`config.mk`:
```
export PLATFORM = sky130hd
export DESIGN_NAME = serial_subtractor
export DESIGN_NICKNAME = d
export VERILOG_FILES = /design/src/rtl/serial_subtractor.sv
export SDC_FILE = /design/constraint.sdc
export NUM_CORES = 1
export LEC_CHECK = 0
export CAP_MARGIN = 10
export CORE_MARGIN = 1
export CORE_UTILIZATION = 34
export DETAILED_ROUTE_END_ITERATION = 10
export GPL_TIMING_DRIVEN = 0
export MAX_ROUTING_LAYER = met4
export SYNTH_ARGS = -nofsm -noshare
export SYNTH_HDL_FRONTEND = slang
export SYNTH_SLANG_ARGS = --single-unit
```
`constraint.sdc`:
```
create_clock -name clk -period 1.8 [get_ports clk]
set_clock_uncertainty 0.2 [all_clocks]
set_input_delay 0.36 -clock clk [delete_from_list [all_inputs] [get_ports clk]]
set_output_delay 0.36 -clock clk [all_outputs]
set_load 0.01 [all_outputs]
```
`src/rtl/serial_subtractor.sv`:
```
// Bit-serial A-B subtractor, LSB first, one full-subtractor cell and a borrow flop; start/busy/done handshake.
// Optional signed-overflow output `ovf` is built when SUB_OVF_EN is defined.
module serial_subtractor #(
  parameter  int WIDTH = 8,
  localparam int CNT_W = $clog2(WIDTH + 1)
) (
  input  logic             clk,
  input  logic             rst,
  input  logic             start,
  input  logic [WIDTH-1:0] a,
  input  logic [WIDTH-1:0] b,
  output logic             busy,
  output logic             done,
  output logic [WIDTH-1:0] d,
  output logic             bo
`ifdef SUB_OVF_EN
  ,
  output logic             ovf
`endif
);

  typedef enum logic [1:0] {
    IDLE = 2'd0,
    RUN  = 2'd1,
    DONE = 2'd2
  } state_t;

  state_t           state;
  logic [WIDTH-1:0] sa;
  logic [WIDTH-1:0] sb;
  logic [WIDTH-1:0] shadow;
  logic             br;
  logic [CNT_W-1:0] cnt;

  logic x_bit;
  logic y_bit;
  logic diff_bit;
  logic br_next;

  // Full-subtractor cell on the current LSBs of the operand shift registers.
  always_comb begin
    x_bit    = sa[0];
    y_bit    = sb[0];
    diff_bit = x_bit ^ y_bit ^ br;
    br_next  = (~x_bit & y_bit) | (~(x_bit ^ y_bit) & br);
  end

`ifdef SUB_OVF_EN
  logic a_msb;
  logic b_msb;
`endif

  // busy/done are registered from the previous state, so they trail the state by one edge;
  // this places done in the last busy cycle and lets start be taken in the cycle right after.
  always_ff @(posedge clk) begin
    if (rst) begin
      state  <= IDLE;
      sa     <= '0;
      sb     <= '0;
      shadow <= '0;
      br     <= 1'b0;
      cnt    <= '0;
      busy   <= 1'b0;
      done   <= 1'b0;
      d      <= '0;
      bo     <= 1'b0;
`ifdef SUB_OVF_EN
      a_msb  <= 1'b0;
      b_msb  <= 1'b0;
      ovf    <= 1'b0;
`endif
    end else begin
      busy <= (state != IDLE);
      done <= 1'b0;
      case (state)
        IDLE: begin
          if (start) begin
            sa    <= a;
            sb    <= b;
            br    <= 1'b0;
            cnt   <= '0;
            state <= RUN;
`ifdef SUB_OVF_EN
            a_msb <= a[WIDTH-1];
            b_msb <= b[WIDTH-1];
`endif
          end
        end
        RUN: begin
          sa     <= sa >> 1;
          sb     <= sb >> 1;
          shadow <= {diff_bit, shadow[WIDTH-1:1]};
          br     <= br_next;
          cnt    <= cnt + CNT_W'(1);
          if (cnt == CNT_W'(WIDTH - 1)) begin
            state <= DONE;
          end
        end
        DONE: begin
          d     <= shadow;
          bo    <= br;
          done  <= 1'b1;
          state <= IDLE;
`ifdef SUB_OVF_EN
          ovf   <= (a_msb != b_msb) && (shadow[WIDTH-1] != a_msb);
`endif
        end
        default: begin
          state <= IDLE;
        end
      endcase
    end
  end

endmodule

```
# --- Word-level counts from Yosys, hierarchy flattened ---
# Index checks and enable logic that the tools add are counted.
op_classes:
  addsub: 1
  n_mul: 0
  div_mod_pow: 0
  order_cmp: 0
  n_eq_ne: 5
  n_shift: 0
  n_mux: 12
  bitwise_logic: 7
  reduce_logical: 5
ops:
  columns: ["op", "n"]
  rows:
  - ["8-bit case mux with 2 select lines", 2]
  - ["8-bit 2-to-1 mux", 2]
  - ["4-bit case mux with 2 select lines", 1]
  - ["4-bit by 1-bit adder with 4-bit output, second input constant", 1]
  - ["4-bit by 3-bit == test with 1-bit output, second input constant", 1]
  - ["2-bit 2-to-1 mux", 2]
  - ["4-bit 2-to-1 mux", 1]
  - ["2-bit != test, second input constant", 2]
  - ["2-bit case mux with 2 select lines", 1]
  - ["2-bit AND reduction", 2]
  - ["2-bit nonzero test", 2]
  - ["1-bit bitwise AND", 2]
  - ["2-bit by 1-bit == test with 1-bit output, second input constant", 1]
  - ["2-bit == test, second input constant", 1]
  - ["2-bit zero test", 1]
  - ["1-bit 2-to-1 mux", 2]
  - ["1-bit NOT", 2]
  - ["1-bit case mux with 2 select lines", 1]
  - ["1-bit XOR", 2]
  - ["1-bit bitwise OR", 1]
totals:
  ff_bits: 42
  latchBits: 0
  ram_bits: 0
  mem_bits_ro: 0
  input_bits: 19
  output_inout_bits: 11
  wordCells: 40
  n_memories: 0

# --- Longest topological paths before layout ---
# Gate-level depths: netlist of run 1.
logic_depth:
  depth_word: 5
  ltp_mapped: 5
  depth_no_buf: 4

# --- Worst setup path after synthesis of run 1 ---
# Ideal clock, no wire load.
synth_path:
  path_kind: "register -> register"
  start: "reg state[1]"
  end: "reg cnt[3]"
  setup_ns: 0.074
  arrival_time_ns: 1.093
  t_required_ns: 1.526
  setup_slack_ns: 0.433
  stages_incl_launch_ff: 5
  n_path_buf: 1
  path_cell_list: "dfxtp_1 -> nand2b_1 -> buf_2 -> or3_1 -> a31oi_1"
synth_between:
  elab_chain_len: 3
synth_rtl:
  columns: ["item", "line_no", "source"]
  rows:
  - ["start, declared", "28", "state_t state;"]
  - ["start signal, assigned", "57", "state <= IDLE;"]
  - ["start signal, assigned", "82", "state <= RUN;"]
  - ["start signal, assigned", "96", "state <= DONE;"]
  - ["2-bit by 1-bit == test with 1-bit output or 2-bit zero test (tied branches)", "75", "case (state)"]
  - ["2-bit nonzero test (no source line) or 2-bit != test (tied branches)", null, null]
  - ["2-bit AND reduction (no source line)", null, null]
  - ["end signal, assigned", "94", "cnt <= cnt + CNT_W'(1);"]
  - ["end, declared", "33", "logic [CNT_W-1:0] cnt;"]
# Parallel ways exist; a longest one is shown, timed or not.
# A chain may end at the register's enable or synchronous reset.

# --- Worst setup path after layout of run 1 ---
layout_path:
  start: "reg d[4]"
  end: "out d[4]"
layout_rtl:
  columns: ["item", "line_no", "source"]
  rows:
  - ["start, declared", "14", "output logic [WIDTH-1:0] d,"]
  - ["start signal, assigned", "100", "d <= shadow;"]
# No word-level cell between the ends.

==> results.ini, run 1 <==
[status]
outcome=complete, but fails checks
violations=design-rule violations

[drt]
drt-wirelength-per-cell_um=12.18
drtIter0Drc=69
via_per_inst=4.828
vias=1434
ant_nets=0
drt-pass1-iter-count=7
drc=2
wl_um=3617

[sta]
grt_setup_unrepaired=no
max_slew_margin_pct=52.38
postLayoutSetupSlackWorst_ps=85.36
finalHoldViolations=0
fin_crit_sh_pct=95.26
worstMarginPinSlew_ps=712.9
setup_viol_count_final=0
whs_ps=213.9
drv_slew=0
fmax_mhz=583.2
period_needed_ps=1715

[global_route]
grt_util_all_layers_pct=16.06
grt.overflow.total=0
grt_pass1_vias=1369
grt_pass1_wl_um=6279
antenna_found_initial=0
grt_max_degree=14

[floorplan]
initial_core_util_pct=35.13
dieArea_mm2=0.005163
rows=25
core_region_area_mm2=0.004723
io_pins=30
die_h_um=71.86
die_x_um=71.86

[finish]
antennaDiodeCount=0
seqCellArea_um2=840.8
utilization_pct=45.85
multi_input_area_um2=738.2
fillers=469
nets=250
stdcell_count=297
drive_above_1_share_pct=6.522
area_growth_pct=30.54

[setup_path]
reg2reg_slack_ps=210
end_kind=primary output
cp.arrival_ps=1150
cp.required_ps=1240
endpoint=d[4]
cp_max_fo=2
cp.buffers_inverters=1
crit_cells=1
startpoint=d[4]
cp_cell_sequence=clkdlybuf4s50_1
startpoint_type=flop
critPathTopFamily=buffers and inverters
slowest_stage=clkdlybuf4s50_1
path_class=flop to primary output
r2r.worst_path.cells=3
slowest_delay_ps=530
r2r_end=sa[0]
worst_r2r_startpoint=state[0]

[logic_synthesis]
synthTopCellsByArea=dfxtp_1 (51%), nand2_1 (7.7%), nor2_1 (7.0%), a211oi_1 (6.3%), a21oi_1 (5.1%)
synth_top_area_cell=dfxtp_1
syn-mean-instance-area_um2=8.552
synth_top_family_by_area=compound AO/OA/AOI/OAI gates
synth_area_mm2=0.001659
synth_compound_area_share_pct=22.62
synth_fp_nets=215
synthXorXnorAreaFrac_pct=0
synthCells=194
synth_fa_ha_area_share_pct=1.961
yosys.area_share.simple_pct=19.31
ys_seq_elements=42
netlist.area_leader.share_pct=50.68
synth-seq-area-share_pct=50.68
synth.distinct_cells=28
yosysWarnings=0
synth_mux_area_share_pct=0.6033

[clock_tree]
cts_hold_buffers=0
cts_resized=0
cts.htree.levels=2
cts.sinks=42
clk_transition_reported_paths_ps=80
clk_path_buf_depth=2
tritoncts=yes
cts_inserted_buffers=5
post_cts_buffers=0
cts_root_buffer=clkbuf_8
clkLatencyLatePin_ps=290

[hold_path]
hold_class=input port to flop

[flow_run]
drv_cap=0

[power_and_ir_drop]
leakage_nw=0.7692
powerDensity_mw_per_mm2=973.7
ir_worst_vdd_mv=0.4533
finalPower_w=0.002109

[placed_design]
post-place-ws_ps=-161.1
routabilityCongestion=0.7903
port_buffers=28
place_inst=289
dp_hpwl_um=2489

## kinds of logic (layout without fill, tap and decap cells)
group / after synthesis / in the layout
mux: 1 / 1
buf+inv: 18 / 54
flops: 42 / 42
fa+ha+maj: 2 / 2
compound gates: 54 / 54
simple gates: 77 / 77
## layout make-up
class                   count  area share [%]
multi-input cells         134           34.08
plain buffers              15           3.177
clock inverters             2           2.773
well taps                  67           3.871
inverters                   3          0.5199
clock buffers               6           3.813
repair buffers             28           12.94
flip-flops and latches     42           38.82
## how the worst min path moves through the flow
stage,cells past startpoint,endpoint,from
3_5_place_dp,2,d[3],d[3]
5_1_grt,2,sa[0],rst
4_1_cts,2,sa[0],rst
2_1_floorplan,2,d[0],shadow[0]
3_3_place_gp,2,d[6],d[6]
6_report,2,state[1],rst
## report_power, final
group	total, W	leakage [nW]	switching, W	internal (W)
Clock	0.000921	0.0714	0.000330	0.000592
Sequential	0.000990	0.343	0.0000218	0.000968
Combinational	0.000197	0.354	0.000103	0.0000947
Total	0.00211	0.769	0.000454	0.00165
## stage by stage
step                      area [µm²]  TNS, ps
final                           2166        0
after global routing            2166        0
after CTS                       2166        0
after floorplan                 1659        0
after detailed placement        2023    -2561
after global placement          2023    -2338
## per-layer routing
metal  global-route usage, %  part of all wire [%]
met1                   20.54                    53
met2                   24.32                    43
met3                   4.641                   2.6
met4                   5.447                   1.6
met5                       -                     0
## layout by cell type (no fill, tap or decap), drive strengths merged, types with 2 or more instances in the layout
master,netlist,layout
clkbuf,9,15
a22oi,2,2
a21oi,17,17
nor2b,2,2
clkdlybuf4s50,0,28
inv,3,3
nand2b,3,3
bufinv,0,2
dfxtp,42,42
a32oi,2,2
nand2,34,34
o2bb2ai,9,9
nor2,31,31
a211oi,14,14
nor3,2,2
nand3,2,2
o22ai,5,5
buf,6,6
## worst reg2reg max path, delay by kind of cell, from the launching register on
kind,cells,cell delay (ps)
buffers and inverters,1,160
AOI/OAI and AO/OA,2,770
DFF,1,310
## cell usage after synthesis
| cell | n |
|---|---|
| a211oi_1 | 14 |
| a21oi_1 | 17 |
| a221oi_1 | 1 |
| a22oi_1 | 2 |
| a31oi_1 | 1 |
| a32oi_1 | 2 |
| and4b_1 | 1 |
| buf_2 | 4 |
| buf_4 | 2 |
| clkbuf_1 | 9 |
| dfxtp_1 | 42 |
| fa_1 | 1 |
| ha_1 | 1 |
| inv_1 | 3 |
| mux2i_1 | 1 |
| nand2_1 | 34 |
| nand2b_1 | 3 |
| nand3_1 | 2 |
| nor2_1 | 31 |
| nor2b_1 | 2 |
| nor3_1 | 2 |
| nor4b_1 | 1 |
| o211a_1 | 1 |
| o21ba_2 | 1 |
| o21bai_1 | 1 |
| o22ai_1 | 5 |
| o2bb2ai_1 | 9 |
| or3_1 | 1 |
## flip-flops by register name (all words and copies together) (netlist names)
signal  flops
bo          1
done        1
cnt         4
sa          8
d           8
br          1
busy        1
shadow      8
sb          8
state       2
(Power assumes the default switching activity.)
==> run 2: changes to the inputs <==
--- a/constraint.sdc
+++ b/constraint.sdc
@@ -4,2 +4,2 @@
 set_output_delay 0.36 -clock clk [all_outputs]
-set_load 0.01 [all_outputs]
+set_load 0.1 [all_outputs]
==> run 2 against run 1 <==
  * The run still ends with design-rule violations left
  * Clock power about the same
  * Die area is the same
  * Combinational power increased by 4%
  * Final area rose by 0.64%
  * Cell count unchanged
  * Count of clock-buffer cells in the layout is the same
  * Global-route usage barely moved
  * Critical path depth is the same
  * Register-to-register slack is essentially flat
  * Sequential share of layout area fell by 0.25 points
  * Critical endpoint is now d[7]
==> results.ini, run 2 (same netlist as run 1, synthesis figures left out) <==
[status]
outcome=complete, but fails checks
violations=design-rule violations

[setup_path]
path_class=flop to primary output
cp_max_fo=2  ; unchanged
cp.required_ps=1240  ; about the same
critPathTopFamily=buffers and inverters
cp.buffers_inverters=1  ; unchanged
worst_r2r_startpoint=state[0]
cp.arrival_ps=1180  ; +30 ps
end_kind=primary output
startpoint=d[7]
cp_cell_sequence=clkdlybuf4s15_2
slowest_stage=clkdlybuf4s15_2
slowest_delay_ps=550  ; +20 ps
startpoint_type=flop

[sta]
postLayoutSetupSlackWorst_ps=60.13  ; -25.23 ps
max_slew_margin_pct=52.38  ; unchanged
period_needed_ps=1740  ; +25.23 ps
finalHoldViolations=0  ; unchanged
worstMarginPinSlew_ps=712.9  ; -0.0004172 ps
grt_setup_unrepaired=no
drv_slew=0  ; unchanged
fin_crit_sh_pct=96.66  ; +1.4 points
fmax_mhz=574.8  ; -1.5%
setup_viol_count_final=0  ; unchanged

[floorplan]
dieArea_mm2=0.005163  ; unchanged
die_h_um=71.86  ; unchanged
core_region_area_mm2=0.004723  ; unchanged
initial_core_util_pct=35.13  ; unchanged
io_pins=30  ; unchanged
die_x_um=71.86  ; unchanged
rows=25  ; unchanged

[drt]
via_per_inst=4.832  ; about the same
drc=2  ; unchanged
vias=1435  ; +0.070%
ant_nets=0  ; unchanged
wl_um=3615  ; about the same
drt-pass1-iter-count=7  ; unchanged
drtIter0Drc=71  ; +2.9%
drt-wirelength-per-cell_um=12.17  ; about the same

[clock_tree]
post_cts_buffers=0  ; unchanged
clk_transition_reported_paths_ps=80  ; about the same
clk_path_buf_depth=2  ; unchanged
cts_hold_buffers=0  ; unchanged
cts.htree.levels=2  ; unchanged
cts_inserted_buffers=5  ; unchanged
cts.sinks=42  ; unchanged
cts_root_buffer=clkbuf_8
tritoncts=yes
clkLatencyLatePin_ps=290  ; about the same

[global_route]
grt-busiest-layer=met2
grt_pass1_wl_um=6292  ; +0.21%
antenna_found_initial=0  ; unchanged
use_met1_pct=20.54  ; unchanged
grt_util_all_layers_pct=16.10  ; +0.031 points
grt_max_degree=14  ; unchanged
grt.overflow.total=0  ; unchanged
grt_pass1_vias=1375  ; +0.44%
grtUsageMet3_pct=4.641  ; unchanged
grt_util_met2_pct=24.42  ; +0.10 points

[power_and_ir_drop]
power_frac_comb_pct=9.7  ; +0.3 points
ir_worst_vdd_mv=0.4532  ; about the same
seqPwrFrac_pct=46.8  ; -0.2 points
powerDensity_mw_per_mm2=971.4  ; -0.24%
power.switching_w=0.0004627  ; +1.9%
leakage_nw=0.7729  ; +0.49%
p_int_w=0.001655  ; about the same
power_frac_clock_pct=43.5  ; -0.2 points
sw_frac_of_total_pct=21.85  ; +0.32 points

[finish]
antennaDiodeCount=0  ; unchanged
final_common_cell=dfxtp_1
drive_above_1_share_pct=11.30  ; +4.8 points
final_cell_mix=dfxtp_1 (42), nand2_1 (34), nor2_1 (31)
fillers=464  ; -1.1%
area_growth_pct=31.37
nets=250  ; unchanged
utilization_pct=46.15  ; +0.29 points

[hold_path]
hp-start=rst
hold_class=input port to flop

[placed_design]
routabilityCongestion=0.7903  ; unchanged
post-place-ws_ps=-197.8  ; -36.75 ps
port_buffers=28  ; unchanged
dp_hpwl_um=2489  ; unchanged

[flow_run]
drv_cap=0  ; unchanged

==> run 2: worst paths after layout <==
path         slack (ps)  cells past startpoint  endpoint
max reg2reg         210                      3     sa[0]
min                 210                      2  state[1]
min reg2reg         260                      2      d[5]
max                  60                      1      d[7]
==> run 2: metrics by stage <==
| step | cell area [µm²] | total power (W) | instances | hold slack (ps) | setup TNS, ps |
|---|---|---|---|---|---|
| floorplan | 1659 | 0.001139 | 194 | 232.2 | 0 |
| global placement | 2023 | 0.001217 | 289 | 244.7 | -4385 |
| detailed placement | 2023 | 0.001218 | 289 | 245.6 | -4647 |
| CTS | 2180 | 0.002138 | 297 | 221.9 | 0 |
| global route | 2180 | 0.002194 | 297 | 232.4 | 0 |
| finish | 2180 | 0.002117 | 297 | 213.9 | 0 |
==> run 2: timing repair <==
action	in CTS	in global routing
setup endpoints to repair	11	0
hold endpoints to repair	0	0
resized for setup	33	0
==> run 2: cell type report <==
class,instances,area (µm²),share of cell area [%]
Tap cell,67,83.83,3.846
Buffer,15,68.82,3.157
Timing Repair Buffer,28,294.0,13.49
Sequential cell,42,840.8,38.58
Clock inverter,2,60.06,2.755
Multi-Input combinational cell,134,738.2,33.87
Clock buffer,6,82.58,3.789
Inverter,3,11.26,0.5166
==> run 2: power by group through the flow <==
stage                     logic (W)  registers, W  clock network [W]
after floorplan            0.000124       0.00102                  0
after global placement     0.000205       0.00101                  0
after detailed placement   0.000206       0.00101                  0
after CTS                  0.000206      0.000991           0.000941
after global routing       0.000229      0.000996           0.000969
final                      0.000205      0.000990           0.000922
==> run 2: per-layer routing <==
metal,vias up,part of all wire [%]
met5,-,0
met2,24,43
met4,0,1.6
met1,662,52
met3,6,2.8
li1,743,-
